### src/rtl/accel_cmd_seq_pkg.sv
// Shared encodings for the accelerator command sequencer: FSM states, phases,
// bus op codes, bus IDs and completion status codes.
package accel_cmd_seq_pkg;

  typedef enum logic [1:0] {
    ST_IDLE  = 2'd0,
    ST_ISSUE = 2'd1,
    ST_WAIT  = 2'd2,
    ST_DONE  = 2'd3
  } state_t;

  typedef enum logic [1:0] {
    PH_RD   = 2'd0,
    PH_EXEC = 2'd1,
    PH_WR   = 2'd2
  } phase_t;

  localparam logic [1:0] OP_RD_FIRST = 2'b00;
  localparam logic [1:0] OP_RD_NEXT  = 2'b01;
  localparam logic [1:0] OP_EXEC     = 2'b11;
  localparam logic [1:0] OP_WR       = 2'b10;

  localparam logic [1:0] MEM_ID = 2'b00;

  localparam logic [1:0] STATUS_OK      = 2'b00;
  localparam logic [1:0] STATUS_TIMEOUT = 2'b01;

endpackage

### src/rtl/accel_cmd_seq_ack_timer.sv
// ACK wait timer: counts while enabled, holds at LIMIT and flags expiry there.
// Shared by the command sequencers.
module ack_timer #(
  parameter int LIMIT = 255
) (
  input  logic clk,
  input  logic rst_n,
  input  logic clear,
  input  logic enable,
  output logic expired
);

  localparam int W = (LIMIT > 0) ? $clog2(LIMIT + 1) : 1;

  logic [W-1:0] count_reg;

  assign expired = (count_reg == W'(LIMIT));

  always_ff @(posedge clk or negedge rst_n) begin
    if (!rst_n) begin
      count_reg <= '0;
    end else if (clear) begin
      count_reg <= '0;
    end else if (enable && !expired) begin
      count_reg <= count_reg + W'(1);
    end
  end

endmodule

### src/rtl/accel_cmd_seq.sv
// Command sequencer for one crypto accelerator: reads NUM_SRC operands, issues
// EXEC, writes the result back, with ACK timeout/retry, then posts a status word.
module accel_cmd_seq
  import accel_cmd_seq_pkg::*;
#(
  parameter int         ADDRW       = 24,
  parameter int         NUM_SRC     = 2,
  parameter logic [1:0] ACCEL_ID    = 2'b11,
  parameter int         TIMEOUT_CYC = 255,
  parameter int         MAX_RETRY   = 2
) (
  input  logic                              clk,
  input  logic                              rst_n,
  input  logic                              req_valid,
  input  logic [2+(NUM_SRC+1)*ADDRW-1:0]    req_data,
  output logic                              ready_req_out,
  input  logic                              compq_ready_in,
  output logic                              valid_compq_out,
  output logic [ADDRW+1:0]                  compq_data_out,
  output logic                              arb_req,
  input  logic                              arb_grant,
  input  logic [2:0]                        ack_in,
  output logic [ADDRW+7:0]                  data_out
);

  localparam int REQW = 2 + (NUM_SRC + 1) * ADDRW;
  localparam int IDXW = (NUM_SRC > 1) ? $clog2(NUM_SRC) : 1;
  localparam int RETW = (MAX_RETRY > 0) ? $clog2(MAX_RETRY + 1) : 1;

  state_t            state_reg, state_next;
  phase_t            phase_reg, phase_next;
  logic [IDXW-1:0]   idx_reg, idx_next;
  logic [RETW-1:0]   retry_reg, retry_next;
  logic [1:0]        status_reg, status_next;
  logic [REQW-1:0]   req_reg, req_next;

  logic [1:0]        mode;
  logic [ADDRW-1:0]  dst;
  logic [ADDRW-1:0]  src [NUM_SRC];
  logic [1:0]        exp_id;
  logic              ack_ok;
  logic              timer_expired;

  assign mode = req_reg[REQW-1 -: 2];
  assign dst  = req_reg[ADDRW-1:0];

  // src[0] sits directly above dst in the captured request word
  for (genvar gi = 0; gi < NUM_SRC; gi++) begin : g_src
    assign src[gi] = req_reg[(gi+1)*ADDRW +: ADDRW];
  end

  assign exp_id = (phase_reg == PH_EXEC) ? ACCEL_ID : MEM_ID;
  assign ack_ok = (state_reg == ST_WAIT) && ack_in[2] && (ack_in[1:0] == exp_id);

  // Timer only accumulates across consecutive WAIT cycles; any exit zeroes it
  ack_timer #(.LIMIT(TIMEOUT_CYC)) u_timer (
    .clk     (clk),
    .rst_n   (rst_n),
    .clear   (state_next != ST_WAIT),
    .enable  (state_reg == ST_WAIT),
    .expired (timer_expired)
  );

  always_ff @(posedge clk or negedge rst_n) begin
    if (!rst_n) begin
      state_reg  <= ST_IDLE;
      phase_reg  <= PH_RD;
      idx_reg    <= '0;
      retry_reg  <= '0;
      status_reg <= STATUS_OK;
      req_reg    <= '0;
    end else begin
      state_reg  <= state_next;
      phase_reg  <= phase_next;
      idx_reg    <= idx_next;
      retry_reg  <= retry_next;
      status_reg <= status_next;
      req_reg    <= req_next;
    end
  end

  always_comb begin
    state_next  = state_reg;
    phase_next  = phase_reg;
    idx_next    = idx_reg;
    retry_next  = retry_reg;
    status_next = status_reg;
    req_next    = req_reg;

    unique case (state_reg)
      ST_IDLE: begin
        if (req_valid) begin
          req_next    = req_data;
          state_next  = ST_ISSUE;
          phase_next  = PH_RD;
          idx_next    = '0;
          retry_next  = '0;
          status_next = STATUS_OK;
        end
      end
      ST_ISSUE: begin
        if (arb_grant) state_next = ST_WAIT;
      end
      ST_WAIT: begin
        // A matching ACK wins over a timeout landing in the same cycle
        if (ack_ok) begin
          retry_next = '0;
          state_next = ST_ISSUE;
          case (phase_reg)
            PH_RD: begin
              if (idx_reg == IDXW'(NUM_SRC - 1)) phase_next = PH_EXEC;
              else                               idx_next   = idx_reg + IDXW'(1);
            end
            PH_EXEC: phase_next = PH_WR;
            default: begin
              state_next  = ST_DONE;
              status_next = STATUS_OK;
            end
          endcase
        end else if (timer_expired) begin
          if (retry_reg < RETW'(MAX_RETRY)) begin
            retry_next = retry_reg + RETW'(1);
            state_next = ST_ISSUE;
          end else begin
            state_next  = ST_DONE;
            status_next = STATUS_TIMEOUT;
          end
        end
      end
      default: begin
        if (compq_ready_in) state_next = ST_IDLE;
      end
    endcase
  end

  always_comb begin
    ready_req_out   = (state_reg == ST_IDLE);
    arb_req         = (state_reg == ST_ISSUE);
    valid_compq_out = (state_reg == ST_DONE);
    compq_data_out  = '0;
    data_out        = '0;

    if (state_reg == ST_DONE) compq_data_out = {status_reg, dst};

    if (state_reg == ST_ISSUE || state_reg == ST_WAIT) begin
      case (phase_reg)
        PH_RD:   data_out = {src[idx_reg], 2'b00, ACCEL_ID, MEM_ID,
                             (idx_reg == '0) ? OP_RD_FIRST : OP_RD_NEXT};
        PH_EXEC: data_out = {{ADDRW{1'b0}}, mode, ACCEL_ID, 2'b00, OP_EXEC};
        default: data_out = {dst, 2'b00, MEM_ID, ACCEL_ID, OP_WR};
      endcase
    end
  end

endmodule

### config.mk
export PLATFORM = sky130hd
export DESIGN_NAME = accel_cmd_seq
export DESIGN_NICKNAME = d
export VERILOG_FILES = /design/src/rtl/accel_cmd_seq_pkg.sv /design/src/rtl/accel_cmd_seq_ack_timer.sv /design/src/rtl/accel_cmd_seq.sv
export SDC_FILE = /design/constraint.sdc
export NUM_CORES = 1
export LEC_CHECK = 0
export ABC_AREA = 1
export ABC_CLOCK_PERIOD_IN_PS = 3300
export BUFFER_PORTS_ARGS = -buffer_cell sky130_fd_sc_hd__buf_2
export CAP_MARGIN = 20
export CELL_PAD_IN_SITES_DETAIL_PLACEMENT = 2
export CELL_PAD_IN_SITES_GLOBAL_PLACEMENT = 2
export CORE_ASPECT_RATIO = 1.75
export CORE_MARGIN = 10
export CORE_UTILIZATION = 30
export DETAILED_ROUTE_END_ITERATION = 7
export GPL_TIMING_DRIVEN = 1
export PLACE_DENSITY = 0.8
export SLEW_MARGIN = 10
export SYNTH_ARGS = -nofsm -noshare
export SYNTH_HDL_FRONTEND = slang
export SYNTH_SLANG_ARGS = --single-unit
### constraint.sdc
create_clock -name clk -period 3.3 [get_ports clk]
set_clock_uncertainty 0.05 [all_clocks]
set_input_delay 0.495 -clock clk [delete_from_list [all_inputs] [get_ports clk]]
set_output_delay 0.495 -clock clk [all_outputs]
set_load 0.03 [all_outputs]
==> impl_summary.log <==
INFO  metric path_buf_inv = 5
INFO  metric antenna_cells_inserted = 0
INFO  metric groute.layer.met2.usage = 0.307
INFO  metric setup_tns = 0 ns
INFO  metric synth_flop_cell = dfrtp_1
INFO  metric largest_register_ffs = 74
INFO  metric cp-start-kind = register
INFO  metric worst_r2r_path_depth = 8
INFO  metric timing.fmax = 0.343 GHz
INFO  metric report.power.total = 0.00573 W
INFO  metric postLayoutCellArea = 0.00568 mm2
INFO  metric cp.required = 2.75 ns
INFO  metric cts.root.buffer_cell = clkbuf_16
INFO  metric placed_area = 0.00539 mm2
INFO  metric tritoncts = yes
INFO  metric hpwlAfterDp = 13100 um
INFO  metric insertion_delay = 0.34 ns
INFO  metric use_met3 = 0.0309
INFO  metric synth-warning-count = 0
INFO  metric rsz0062_at_grt = no
INFO  metric synthToLayoutAreaGrowth = 25.5%
INFO  metric number_of_instances_in_the_synthesized_netlist = 595
INFO  metric drc_errors = 0
INFO  metric max_slew.worst_pin.slew = 0.804 ns
INFO  metric gpl.final_weighted_congestion = 0.801
INFO  metric nFillCells = 1781
INFO  metric grt_pass1_vias = 5184
INFO  metric post_route_cells_drive_above_1_share = 0.266
INFO  metric nNetsFinal = 812
INFO  metric timing_worst_setup_path_type = reg2out
INFO  metric rows = 59
INFO  metric maxSlewHeadroom = 0.464
INFO  metric synth.lib_cells_used.distinct = 31
INFO  metric floorplan.die_area = 0.0206 mm2
INFO  metric vias_per_cell = 4.83
INFO  metric worst_path_most_repeated_cell = inv_1
INFO  metric clock_transition_time_at_the_flip_flop_clock_pins_of_the_worst_setup_and_hold_paths = 0.07 ns
INFO  metric family_of_cells_with_the_greatest_summed_delay_on_the_critical_path = buffers and inverters
INFO  metric power_density = 1010 mW/mm2
INFO  metric place.port_buffers = 141
INFO  metric synth_adder_area_share = 0.0138
INFO  metric cts_num_sinks = 90
INFO  metric r2r_slack = 0.81 ns
INFO  metric first_drt_iteration_drcs = 154
INFO  metric synthesis.area_per_instance = 7.61 um2
INFO  metric synth_simple_gate_area_frac = 0.303
INFO  metric core = 0.0148 mm2
INFO  metric maxCapViolCount = 0
INFO  metric grt_overflow = 0
INFO  metric wl_per_cell = 18.7 um
INFO  metric slowest_stage = dfrtp_1
INFO  metric globalRouteMet1Util = 0.180
INFO  metric r2r-end = retry_reg[1]
INFO  metric htreeDepth = 3
INFO  metric postLayoutCoreUtil = 0.383
INFO  metric routed_wl = 17100 um
INFO  metric power.static_leakage = 3.28 nW
INFO  metric worst_hold_slack = 0.293 ns
INFO  metric worst_r2r_startpoint = state_reg[0]
INFO  metric grt_max_degree = 90
INFO  metric outcome = finished, final reports clean
INFO  metric path_depth = 8
INFO  metric seq_area = 0.00225 mm2
INFO  metric drtAntennaViolNets = 0
INFO  metric seq_area_frac_synth = 0.498
INFO  metric timing.final.crit_share = 0.884
INFO  metric worst_path_fanout_max = 14
INFO  metric finalWorstPathRequiredPeriod = 2.92 ns
INFO  metric multi_input_comb_area = 0.00192 mm2
INFO  metric data_arrival_time_of_the_worst_path = 2.37 ns
INFO  metric synth.area.mux_share = 0.00249
INFO  metric syn-cell-area = 0.00453 mm2
INFO  metric cts_post_setup_buffers_inserted = 0
INFO  metric drt_pass_1_iters = 4
INFO  metric clock_tree_buf_depth = 2
INFO  metric synth-async-reset-ratio = 1.00
INFO  metric die_height = 183 um
INFO  metric min_path_type = in2reg
INFO  metric postSynthNetCount = 682
INFO  metric timing.hold.worst_path_depth = 3
INFO  metric start_util = 0.305
INFO  metric grt_first_pass_wirelength = 27600 um
INFO  metric setup-violations-final = 0
INFO  metric synth_xor_xnor_area_share = 0.0135
INFO  metric via_total_after_detailed_routing = 4408
INFO  metric timing_max_transition_violations_final = 0
INFO  metric hold_end = req_reg[62]
INFO  metric crit_chain = inv_1 > ha_1 > inv_1 > nor2_1 > inv_1 > buf_4 > o21ai_0 > buf_2
INFO  metric chipWidth = 113 um
INFO  metric total_cts_buffers = 9
INFO  metric report.final.hold_viol_count = 0
INFO  metric number_of_enable_type_register_cells_in_the_synthesized_netlist = 0
INFO  metric total_global_route_track_usage = 0.166
INFO  metric max_stage_delay = 0.41 ns
INFO  metric power.ir.vdd_worst = 0.000294 V
INFO  metric synth_compound_gate_area_share = 0.0912
INFO  metric end_kind = primary output
INFO  metric pin_count = 143
INFO  metric synth_top_family_by_area = simple AND/OR/NAND/NOR gates
INFO  metric hold_start = req_data[62]
INFO  metric antenna_found_initial = 0
INFO  metric synth-seq-cells = 90
INFO  metric grt-busiest-layer = met2
-- synthesized netlist by cell type, types with 4 or more instances --
cell type    n  area, um2
buf_1        5       18.8
buf_4        4       30.0
inv_2        5       18.8
clkbuf_1    17       63.8
xor2_1       6       52.6
o21ai_1     21        105
a21oi_1      4       20.0
nand2_1    303       1140
dfrtp_1     90       2250
nand2_2      4       25.0
o21ai_0     12       60.1
nor2_2      10       62.6
nand3_1      6       30.0
inv_1       46        173
ha_1         5       62.6
a22oi_1     25        188
nor2_1      11       41.3
-- final cells by class --
type,count,share of cell area
Sequential cell,90,0.397
Multi-Input combinational cell,422,0.339
Timing Repair Buffer,151,0.141
Tap cell,183,0.0403
Clock buffer,9,0.0397
Inverter,51,0.0337
Clock inverter,7,0.0104
-- logic make-up after synthesis --
logic type | Yosys count
xor+xnor | 7
simple gates | 342
flops | 90
compound gates | 66
other cells | 1
buf+inv | 83
mux | 1
fa+ha+maj | 5
-- cells in the final DEF (no fill, tap or decap), types with 6 or more instances in the layout --
cell type / synthesis / final
nand2_1: 303 / 302
inv_2: 5 / 6
nand3_1: 6 / 6
dfrtp_1: 90 / 90
a22oi_1: 25 / 25
xor2_1: 6 / 6
clkbuf_16: 0 / 9
o21ai_0: 12 / 12
buf_2: 3 / 140
nor2_2: 10 / 10
buf_4: 4 / 9
inv_1: 46 / 45
o21ai_1: 21 / 21
nor2_1: 11 / 11
-- worst reg2reg max path, stage by stage, from the launching register on --
cell and delay, ns:
dfrtp_1 0.41, inv_1 0.10, ha_1 0.29, nand2_2 0.12, buf_4 0.61, o21ai_0 0.33
o21ai_1 0.27, nand2_1 0.12, o31ai_1 0.09
-- per-layer routing --
layer	wire length [um]	up-vias
li1	-	2090
met1	6560	2182
met5	0	-
met4	426	0
met2	9480	109
met3	628	27
-- per-stage QoR --
stage | cells | worst slack, ns
3_3_place_gp | 896 | 0.778
4_1_cts | 913 | 0.343
6_report | 913 | 0.382
5_1_grt | 913 | 0.176
3_5_place_dp | 896 | 0.718
2_1_floorplan | 595 | 0.522
-- how the worst max path moves through the flow --
stage,end,startpoint,slack (ns)
final,data_out[31],state_reg[0],0.38
after global routing,data_out[10],state_reg[0],0.18
after CTS,data_out[31],state_reg[1],0.34
after detailed placement,data_out[31],state_reg[1],0.72
after global placement,data_out[8],state_reg[1],0.78
after floorplan,data_out[10],state_reg[1],0.52
-- timing repair --
item,in CTS,in global routing
endpoints found under the setup margin,0,0
gates resized for setup,0,0
hold buffers,1,0
endpoints found under the hold margin,1,0
-- power by group --
group	switching, W	internal (W)
Clock	0.000476	0.000523
Sequential	0.000377	0.00158
Combinational	0.00197	0.000802
Total	0.00282	0.00290
(Power assumes the default switching activity.)
